--- src/rtl/onehot_to_bin_reg_pkg.sv ---
// Shared helpers for the one-hot to binary encoder slice.
// Holds the index-width function used to size the bin output.
package onehot_to_bin_reg_pkg;

    // Index width for an n-bit one-hot vector, never below 1.
    function automatic int clog2_min1(input int n);
        return (n <= 2) ? 1 : $clog2(n);
    endfunction

endpackage

--- src/rtl/onehot_to_bin_comb.sv ---
// Combinational one-hot to binary encoder with validity check.
// Ports: onehot_i (vector in), bin_o (index of lowest set bit), err_o (not exactly one-hot).
module onehot_to_bin_comb
    import onehot_to_bin_reg_pkg::*;
#(
    parameter  int ONEHOT_WIDTH = 8,
    localparam int BIN_WIDTH    = clog2_min1(ONEHOT_WIDTH)
) (
    input  logic [ONEHOT_WIDTH-1:0] onehot_i,
    output logic [BIN_WIDTH-1:0]    bin_o,
    output logic                    err_o
);

    generate
        if (ONEHOT_WIDTH < 2) begin : g_width_chk
            $fatal(1, "onehot_to_bin_comb: ONEHOT_WIDTH must be at least 2");
        end
    endgenerate

    logic [ONEHOT_WIDTH-1:0] low;
    logic [ONEHOT_WIDTH-1:0] rest;

    // Isolating the lowest set bit leaves a legal one-hot vector unchanged,
    // so one OR encoder serves both the legal and the error case.
    assign low  = onehot_i & (~onehot_i + ONEHOT_WIDTH'(1));
    assign rest = onehot_i & (onehot_i - ONEHOT_WIDTH'(1));

    assign err_o = (onehot_i == '0) || (rest != '0);

    always_comb begin
        bin_o = '0;
        for (int i = 0; i < ONEHOT_WIDTH; i++) begin
            if (low[i]) begin
                bin_o = bin_o | BIN_WIDTH'(i);
            end
        end
    end

endmodule

--- src/rtl/onehot_to_bin_reg.sv ---
// Registered one-hot to binary encoder, one cycle of latency.
// Ports: clk_i, rst_i, valid_i, onehot_i in; valid_o, bin_o, err_o out.
module onehot_to_bin_reg
    import onehot_to_bin_reg_pkg::*;
#(
    parameter  int ONEHOT_WIDTH = 8,
    localparam int BIN_WIDTH    = clog2_min1(ONEHOT_WIDTH)
) (
    input  logic                    clk_i,
    input  logic                    rst_i,
    input  logic                    valid_i,
    input  logic [ONEHOT_WIDTH-1:0] onehot_i,
    output logic                    valid_o,
    output logic [BIN_WIDTH-1:0]    bin_o,
    output logic                    err_o
);

    logic [BIN_WIDTH-1:0] bin_c;
    logic                 err_c;

    onehot_to_bin_comb #(
        .ONEHOT_WIDTH(ONEHOT_WIDTH)
    ) u_comb (
        .onehot_i(onehot_i),
        .bin_o   (bin_c),
        .err_o   (err_c)
    );

    // Data registers only load on valid samples, so idle cycles hold the last result.
    always_ff @(posedge clk_i or posedge rst_i) begin
        if (rst_i) begin
            valid_o <= 1'b0;
            bin_o   <= '0;
            err_o   <= 1'b0;
        end else begin
            valid_o <= valid_i;
            if (valid_i) begin
                bin_o <= bin_c;
                err_o <= err_c;
            end
        end
    end

endmodule

--- config.mk ---
export PLATFORM = sky130hd
export DESIGN_NAME = onehot_to_bin_reg
export DESIGN_NICKNAME = d
export VERILOG_FILES = /design/src/rtl/onehot_to_bin_reg_pkg.sv /design/src/rtl/onehot_to_bin_comb.sv /design/src/rtl/onehot_to_bin_reg.sv
export SDC_FILE = /design/constraint.sdc
export NUM_CORES = 1
export LEC_CHECK = 0
export BUFFER_PORTS_ARGS = -buffer_cell sky130_fd_sc_hd__buf_2
export CAP_MARGIN = 20
export CORE_AREA = 2 2 39 41
export CTS_BUF_LIST = sky130_fd_sc_hd__clkbuf_4
export CTS_CLUSTER_SIZE = 20
export DETAILED_ROUTE_END_ITERATION = 16
export DIE_AREA = 0 0 41 43
export PLACE_DENSITY_LB_ADDON = 0.2
export SYNTH_ARGS = -nofsm -noshare
export SYNTH_HDL_FRONTEND = slang
export SYNTH_SLANG_ARGS = --single-unit
--- constraint.sdc ---
create_clock -name clk_i -period 1.7 [get_ports clk_i]
set_input_delay 0.085 -clock clk_i [delete_from_list [all_inputs] [get_ports clk_i]]
set_output_delay 0.085 -clock clk_i [all_outputs]
set_load 0.02 [all_outputs]
==> flow_metrics.env, run 1 <==
export IMPL_r2r_cells=2
export IMPL_cts_resized=0
export IMPL_slowest_stage="dfrtp_1"
export IMPL_dp_cells=73
export IMPL_synthSimpleGateAreaFrac_pct=30.9
export IMPL_startpoint_type="flip-flop"
export IMPL_status="finished clean"
export IMPL_min_delay_start="valid_i"
export IMPL_p_int_w=0.000258
export IMPL_synth_area_leaders="dfrtp_1 (38%), nor2_1 (9.1%), a2111o_1 (6.8%)"
export IMPL_holdPathEnd="valid_o"
export IMPL_cp_top_family="flip-flops"
export IMPL_drt_vias_per_instance=4.74
export IMPL_synth_area_leader_cell="dfrtp_1"
export IMPL_seq_area_frac_synth_pct=37.7
export IMPL_use_met1_pct=12.5
export IMPL_cp_num_buf_inv=1
export IMPL_crit_path_end_kind="output pin"
export IMPL_ys_types=19
export IMPL_netSwitchingFraction_pct=26.6
export IMPL_worstPathRequired_ps=1620
export IMPL_rsz0062_at_grt="false"
export IMPL_grt_busiest_layer="met2"
export IMPL_grt_met3_usage_pct=1.57
export IMPL_finalSetupTns_ps=0
export IMPL_ys_seq_elements=5
export IMPL_nets=74
export IMPL_die_h_um=43
export IMPL_power_density_mw_per_mm2=760
export IMPL_fin_crit_ps=853
export IMPL_fmax_mhz=1170
export IMPL_layout_drive_gt1_share_pct=32.3
export IMPL_diodes=0
export IMPL_initial_core_util_pct=24.0
export IMPL_seqPwrFrac_pct=36.7
export IMPL_hold_class="primary input to flip-flop"
export IMPL_clk_latency_ps=240
export IMPL_setup_ws_ps=847
export IMPL_io_pins=16
export IMPL_rr_endpoint="bin_o[0]"
export IMPL_netlist_area_um2=332
export IMPL_grt_pass1_vias=355
export IMPL_slew_viol_final=0
export IMPL_vias=370
export IMPL_cp_arrival_ps=770
export IMPL_first_iter_violations=3
export IMPL_stdcell_count=78
export IMPL_r2r_start="bin_o[0]"
export IMPL_leakage_nw=0.217
export IMPL_grt_pass1_wl_mm=1.34
export IMPL_overflow=0
export IMPL_final_antenna_net_count=0
export IMPL_clk_path_buf_depth=2
export IMPL_comb_power_share_pct=20.4
export IMPL_wl_per_cell_um=10.1
export IMPL_drt_total_wl_um=789
export IMPL_htree_levels=1
export IMPL_finalHoldViolCount=0
export IMPL_dp_slack_ps=645
export IMPL_peakVddDrop_uv=163
export IMPL_cts_sinks=5
export IMPL_grt_start_max_net_pins=11
export IMPL_crit_path_max_fanout=2
export IMPL_relSlewSlack_pct=78.9
export IMPL_drv_cap=0
export IMPL_drtPass1Iterations=4
export IMPL_post_route_drc_count=0
export IMPL_power_switching_w=0.0000934
export IMPL_cp_cell_sequence="buf_2"
export IMPL_slowest_delay_ps=370
export IMPL_core_rowCount=14
export IMPL_path_clk_slew_ps=40
export IMPL_finClkSkew_ps=0
export IMPL_holdPathStages=1
export IMPL_core_area_mm2=0.00138
export IMPL_syn_num_nets=54
export IMPL_place_congestion=0.671
export IMPL_root_buffer="clkbuf_4"
export IMPL_power_clock_fraction_pct=42.9
export IMPL_syn_to_final_growth_pct=39.6
export IMPL_cts_tree="yes"
export IMPL_post_route_util_pct=33.5
export IMPL_synth_xor_area_share_pct=0
export IMPL_numCtsBuffers=3
export IMPL_synth_top_family_by_area="simple AND/OR/NAND/NOR gates"
export IMPL_grt_usage_pct=11.0
export IMPL_yosysTopAreaCellShare_pct=37.7
export IMPL_die_w_um=41
export IMPL_antenna_found_initial=0
export IMPL_portBuffers=15
export IMPL_worst_pin_slew_ps=314
export IMPL_synth_fa_ha_area_share_pct=0
export IMPL_die_area_mm2=0.00176
export IMPL_min_period_over_period_pct=50.2
export IMPL_power_w=0.000352
export IMPL_synth_compound_area_share_pct=24.5
export IMPL_synth_warnings=0
export IMPL_synth_mux_area_share_pct=0
export IMPL_regToRegSetupSlack_ps=1020
export IMPL_syn_area_per_cell_um2=7.71
export IMPL_setup_violations_final=0
export IMPL_grt_util_met2_pct=17.5
export IMPL_synthCells=43
export IMPL_crit_type="flip-flop to output pin"
==> placed cells by master, fill, tap and decap left out, drive strengths merged <==
cell / instances
dlygate4sd3: 1
nand4: 3
a31oi: 2
a2111o: 2
inv: 5
nor3: 2
o21ai: 4
nand4b: 1
buf: 15
o21bai: 1
o311ai: 1
nand3: 1
a21oi: 2
nor3b: 1
nand2: 3
nand2b: 1
clkbuf: 4
nor2: 8
dfrtp: 5
==> per-stage QoR <==
stage / hold slack [ps] / cell area [um2]
final: 61.2 / 463
after global routing: 68.2 / 463
after CTS: 54.1 / 463
after detailed placement: -9.16 / 423
after global placement: -10.4 / 423
after floorplan: -136 / 332
==> timing repair <==
item,CTS,global route
hold buffers,1,0
endpoints found under the hold margin,5,0
setup buffers,0,0
==> state kept, by name, summed over array words and instances (netlist names) <==
name and cells:
valid_o 1, err_o 1, bin_o 3
==> area by class of cell <==
type,count,area [um2]
Multi-Input combinational cell,32,184
Inverter,5,18.8
Fill cell,154,921
Tap cell,16,20.0
Sequential cell,5,125
Timing Repair Buffer,16,85.1
Clock buffer,4,30.0
==> synth_stat cells <==
library cell,n
nand4b_1,1
o21bai_1,1
nand2b_1,1
nor3_2,1
a2111o_1,2
nor2_1,8
o21ai_1,1
dfrtp_1,5
nand3_1,1
nor3_1,1
nor3b_1,1
inv_1,5
a21oi_1,2
a31oi_1,2
nand4_1,3
o21ai_0,3
clkbuf_1,1
o311ai_1,1
nand2_1,3
==> metal layers <==
metal  routed length (um)  share of wire [%]
met1                  351                 44
met4                    0                  0
met3                   66                8.4
met5                    0                  0
met2                  371                 47
==> power groups by stage <==
stage / Clock (W) / Combinational (W) / Sequential, W
floorplan: 0 / 0.0000266 / 0.000140
global placement: 0 / 0.0000705 / 0.000131
detailed placement: 0 / 0.0000701 / 0.000131
CTS: 0.000159 / 0.0000721 / 0.000130
global route: 0.000165 / 0.0000821 / 0.000131
finish: 0.000151 / 0.0000717 / 0.000129
==> cells by family (layout without fill, tap and decap cells) <==
family          after synthesis  count (layout)
simple gates                 20              20
buf+inv                       6              25
flops                         5               5
compound gates               12              12
==> worst max path at each step <==
stage,startpoint,to,slack [ps],depth (start not counted)
final,bin_o[2],bin_o[2],850,1
after global routing,bin_o[1],bin_o[1],810,1
after CTS,bin_o[2],bin_o[2],830,1
after detailed placement,onehot_i[1],err_o,640,5
after global placement,onehot_i[1],err_o,660,5
after floorplan,onehot_i[1],err_o,880,4
(Power assumes the default switching activity.)
==> inputs of run 2 (changes only) <==
- clock period: 1.7 -> 0.9 ns (I/O delays scaled with it)
==> run 2 against run 1 <==
- critical path type unchanged
- design area up 11%
- register-to-register slack lost 820 ps
- critical endpoint unchanged
- highest routed layer is now met4
- global-route usage grew 1.2 points
- combinational power grew 120%
- sequential share of layout area shrank 2.8 points
- non-clock buffer count grew 7
==> flow_metrics.env, run 2 (same netlist as run 1, synthesis figures left out) <==
export IMPL_min_delay_start="valid_i"
export IMPL_cp_cell_sequence="buf_2"
export IMPL_slowest_stage="dfrtp_1"
export IMPL_crit_path_max_fanout=2
export IMPL_layout_drive_gt1_share_pct=39.1
export IMPL_clk_path_buf_depth=2
export IMPL_status="finished clean"
export IMPL_r2r_cells=2
export IMPL_place_congestion=0.794
export IMPL_r2r_start="bin_o[0]"
export IMPL_largest_register="bin_o"
export IMPL_antenna_found_initial=0
export IMPL_postCtsHoldBufs=1
export IMPL_die_area_mm2=0.00176
export IMPL_root_buffer="clkbuf_4"
export IMPL_first_iter_violations=5
export IMPL_startpoint="bin_o[2]"
export IMPL_top_regs="bin_o: 3 flops, err_o: 1 flops, valid_o: 1 flops"
export IMPL_finClkSkew_ps=0
export IMPL_power_density_mw_per_mm2=1340
export IMPL_relSlewSlack_pct=80.3
export IMPL_initial_core_util_pct=24.0
export IMPL_drv_cap=0
export IMPL_finalInstanceArea_um2=515
export IMPL_place_hpwl_um=664
export IMPL_clk_latency_ps=240
export IMPL_wl_per_cell_um=9.96
export IMPL_core_area_mm2=0.00138
export IMPL_post_route_util_pct=37.3
export IMPL_grt_pass1_wl_mm=1.44
export IMPL_vias=395
export IMPL_portBuffers=15
export IMPL_holdPathEnd="valid_o"
export IMPL_final_antenna_net_count=0
export IMPL_crit_type="flip-flop to output pin"
export IMPL_rsz0062_at_grt="false"
export IMPL_post_route_drc_count=0
export IMPL_overflow=0
export IMPL_grt_start_max_net_pins=11
export IMPL_nets=81
export IMPL_fin_crit_ps=807
export IMPL_final_cell_mix="buf_2 (15), nor2_1 (8), buf_4 (7)"
export IMPL_largest_register_ffs=3
export IMPL_path_clk_slew_ps=40
export IMPL_worst_pin_slew_ps=290
export IMPL_startpoint_type="flip-flop"
export IMPL_cts_resized=0
export IMPL_fill_cells=155
export IMPL_peakVddDrop_uv=323
export IMPL_worstPathRequired_ps=850
export IMPL_slew_viol_final=0
export IMPL_grt_usage_pct=12.2
export IMPL_diodes=0
export IMPL_drtPass1Iterations=4
export IMPL_cp_top_family="flip-flops"
export IMPL_grt_pass1_vias=352
export IMPL_final_common_cell="buf_2"
export IMPL_cts_tree="yes"
export IMPL_finalHoldViolCount=0
export IMPL_fmax_mhz=1240
export IMPL_postPlaceCellArea_um2=475
export IMPL_setup_violations_final=0
export IMPL_die_w_um=41
export IMPL_core_rowCount=14
export IMPL_htree_levels=1
export IMPL_min_period_over_period_pct=89.6
export IMPL_crit_path_end_kind="output pin"
export IMPL_io_pins=16
export IMPL_syn_to_final_growth_pct=55.5
export IMPL_drt_vias_per_instance=4.65
export IMPL_leakage_nw=0.252
export IMPL_regToRegSetupSlack_ps=200
export IMPL_numCtsBuffers=3
export IMPL_slowest_delay_ps=370
export IMPL_post_cts_buffers=0
export IMPL_holdPathStages=1
export IMPL_hold_class="primary input to flip-flop"
export IMPL_rr_endpoint="bin_o[0]"
export IMPL_die_h_um=43
export IMPL_cp_num_buf_inv=1
export IMPL_cp_arrival_ps=760
export IMPL_drt_total_wl_um=847
export IMPL_cts_sinks=5
==> run 2: cell types whose count changed in the layout (fill, tap and decap cells not counted), sizes merged <==
cell and change:
buf +7
==> run 2: worst max-delay path by stage <==
| stage | endpoint | slack [ps] | cells after the start |
|---|---|---|---|
| after detailed placement | err_o | -40 | 6 |
| after floorplan | err_o | 120 | 4 |
| after global routing | bin_o[1] | 60 | 1 |
| after CTS | bin_o[2] | 80 | 1 |
| after global placement | err_o | -70 | 5 |
| final | bin_o[2] | 90 | 1 |
==> run 2: final cells by class <==
class                   count  area [um2]  area share, %
inverters                   5        18.8           3.64
flip-flops and latches      5         125           24.3
multi-input cells          32         184           35.7
repair buffers             23         138           26.7
clock buffers               4        30.0           5.83
well taps                  16        20.0           3.88
==> run 2: layer usage <==
layer	track usage (%)	routed length, um
met3	3.14	56
met1	15.6	418
met5	0	0
met4	8.00	10
met2	17.2	362
==> run 2: metrics by stage <==
stage               total power [W]  setup WS (ps)  TNS, ps  instances  hold slack, ps
floorplan                  0.000316            117        0         43            -176
global placement           0.000404          -72.1    -74.8         80           -52.4
detailed placement         0.000403          -44.0    -44.0         80           -44.9
CTS                        0.000704           81.4        0         85            15.6
global route               0.000739           59.0        0         85            24.8
finish                     0.000688           93.5        0         85            23.7
==> run 2: report_power, final <==
group          total (W)  switching, W  internal, W
clock           0.000286     0.0000887     0.000197
sequential      0.000244    0.00000477     0.000239
combinational   0.000158     0.0000879    0.0000703
==> inputs of run 3 (changes only) <==
- CTS_BUF_LIST: sky130_fd_sc_hd__clkbuf_4 -> unset
==> run 3 against run 2 <==
- worst hold slack about the same
- clock power fell by 10%
- clock skew did not move
- final cell count unchanged
==> flow_metrics.env, run 3 (same netlist as run 1, synthesis figures left out) <==
export IMPL_antenna_found_initial=0
export IMPL_io_pins=16
export IMPL_overflow=0
export IMPL_cts_resized=0
export IMPL_place_congestion=0.794
export IMPL_cts_tree="yes"
export IMPL_numCtsBuffers=3
export IMPL_initial_core_util_pct=24.0
export IMPL_postCtsHoldBufs=1
export IMPL_post_cts_buffers=0
export IMPL_largest_register_ffs=3
export IMPL_place_hpwl_um=664
export IMPL_startpoint_type="flip-flop"
export IMPL_grt_pass1_wl_mm=1.44
export IMPL_peakVddDrop_uv=315
export IMPL_nets=81
export IMPL_drv_cap=0
export IMPL_worst_pin_slew_ps=290
export IMPL_setup_ws_ps=93.4
export IMPL_clk_path_buf_depth=2
export IMPL_fill_cells=157
export IMPL_die_h_um=43
export IMPL_final_common_cell="buf_2"
export IMPL_leakage_nw=0.248
export IMPL_dp_cells=80
export IMPL_cp_top_family="flip-flops"
export IMPL_hold_class="primary input to flip-flop"
export IMPL_first_iter_violations=5
export IMPL_stdcell_count=85
export IMPL_slew_viol_final=0
export IMPL_largest_register="bin_o"
export IMPL_rsz0062_at_grt="false"
export IMPL_drt_vias_per_instance=4.65
export IMPL_grt_pass1_vias=352
export IMPL_drt_total_wl_um=848
export IMPL_fmax_mhz=1240
export IMPL_die_w_um=41
export IMPL_power_density_mw_per_mm2=1290
export IMPL_grt_start_max_net_pins=11
export IMPL_dp_slack_ps=-44.0
export IMPL_relSlewSlack_pct=80.3
export IMPL_crit_path_end_kind="output pin"
export IMPL_slowest_delay_ps=370
export IMPL_diodes=0
export IMPL_syn_to_final_growth_pct=54.3
export IMPL_finalHoldViolCount=0
export IMPL_htree_levels=1
export IMPL_layout_drive_gt1_share_pct=37.7
export IMPL_crit_path_max_fanout=2
export IMPL_path_clk_slew_ps=40
export IMPL_drtPass1Iterations=4
export IMPL_status="finished clean"
export IMPL_clk_latency_ps=240
export IMPL_final_cell_mix="buf_2 (15), nor2_1 (8), buf_4 (7)"
export IMPL_final_antenna_net_count=0
export IMPL_grt_usage_pct=12.2
export IMPL_cp_cell_sequence="buf_2"
export IMPL_min_period_over_period_pct=89.6
export IMPL_worstPathRequired_ps=850
export IMPL_portBuffers=15
export IMPL_die_area_mm2=0.00176
export IMPL_top_regs="bin_o: 3 flops, err_o: 1 flops, valid_o: 1 flops"
export IMPL_vias=395
export IMPL_finalSetupTns_ps=0
export IMPL_root_buffer="clkbuf_4"
export IMPL_cp_arrival_ps=760
export IMPL_wl_per_cell_um=9.98
export IMPL_slowest_stage="dfrtp_1"
export IMPL_fin_crit_ps=807
export IMPL_cp_num_buf_inv=1
export IMPL_setup_violations_final=0
export IMPL_core_area_mm2=0.00138
export IMPL_core_rowCount=14
export IMPL_post_route_drc_count=0
export IMPL_crit_type="flip-flop to output pin"
export IMPL_cts_sinks=5
export IMPL_power_w=0.000658
export IMPL_finClkSkew_ps=0
-- run 3: cell counts in the layout (fill, tap and decap cells not counted) --
No cell type changed its count.
-- run 3: cell type report --
type | count | area, um2 | area share, %
Inverter | 5 | 18.8 | 3.67
Clock buffer | 4 | 26.3 | 5.13
Multi-Input combinational cell | 32 | 184 | 35.9
Tap cell | 16 | 20.0 | 3.91
Timing Repair Buffer | 23 | 138 | 26.9
Sequential cell | 5 | 125 | 24.4
-- run 3: per-stage QoR --
stage	util [%]	area [um2]	hold slack, ps
6_report	37.0	512	23.6
5_1_grt	37.0	512	24.8
4_1_cts	37.0	512	15.6
3_5_place_dp	34.4	475	-44.9
3_3_place_gp	34.4	475	-52.4
2_1_floorplan	-	332	-176
-- run 3: path summary, 6_finish.rpt --
| path | slack, ps | cells past startpoint | end | startpoint |
|---|---|---|---|---|
| max | 90 | 1 | bin_o[2] | bin_o[2] |
| min | 20 | 1 | valid_o | valid_i |
| min reg2reg | 500 | 2 | bin_o[1] | bin_o[1] |
| max reg2reg | 200 | 2 | bin_o[0] | bin_o[0] |
| min in group asynchronous | 240 | 3 | bin_o[1] | rst_i |
| max in group asynchronous | 490 | 3 | err_o | rst_i |
-- run 3: layer usage --
metal	vias to the layer above	global-route usage, %	routed length (um)
met3	2	3.14	56
met1	171	15.6	418
met5	-	0	0
met2	14	17.2	362
met4	0	8.00	10
li1	208	-	-
-- run 3: power breakdown --
part,internal (W),switching [W],total [W]
sequential,0.000239,0.00000477,0.000244
combinational,0.0000703,0.0000879,0.000158
clock,0.000167,0.0000890,0.000256
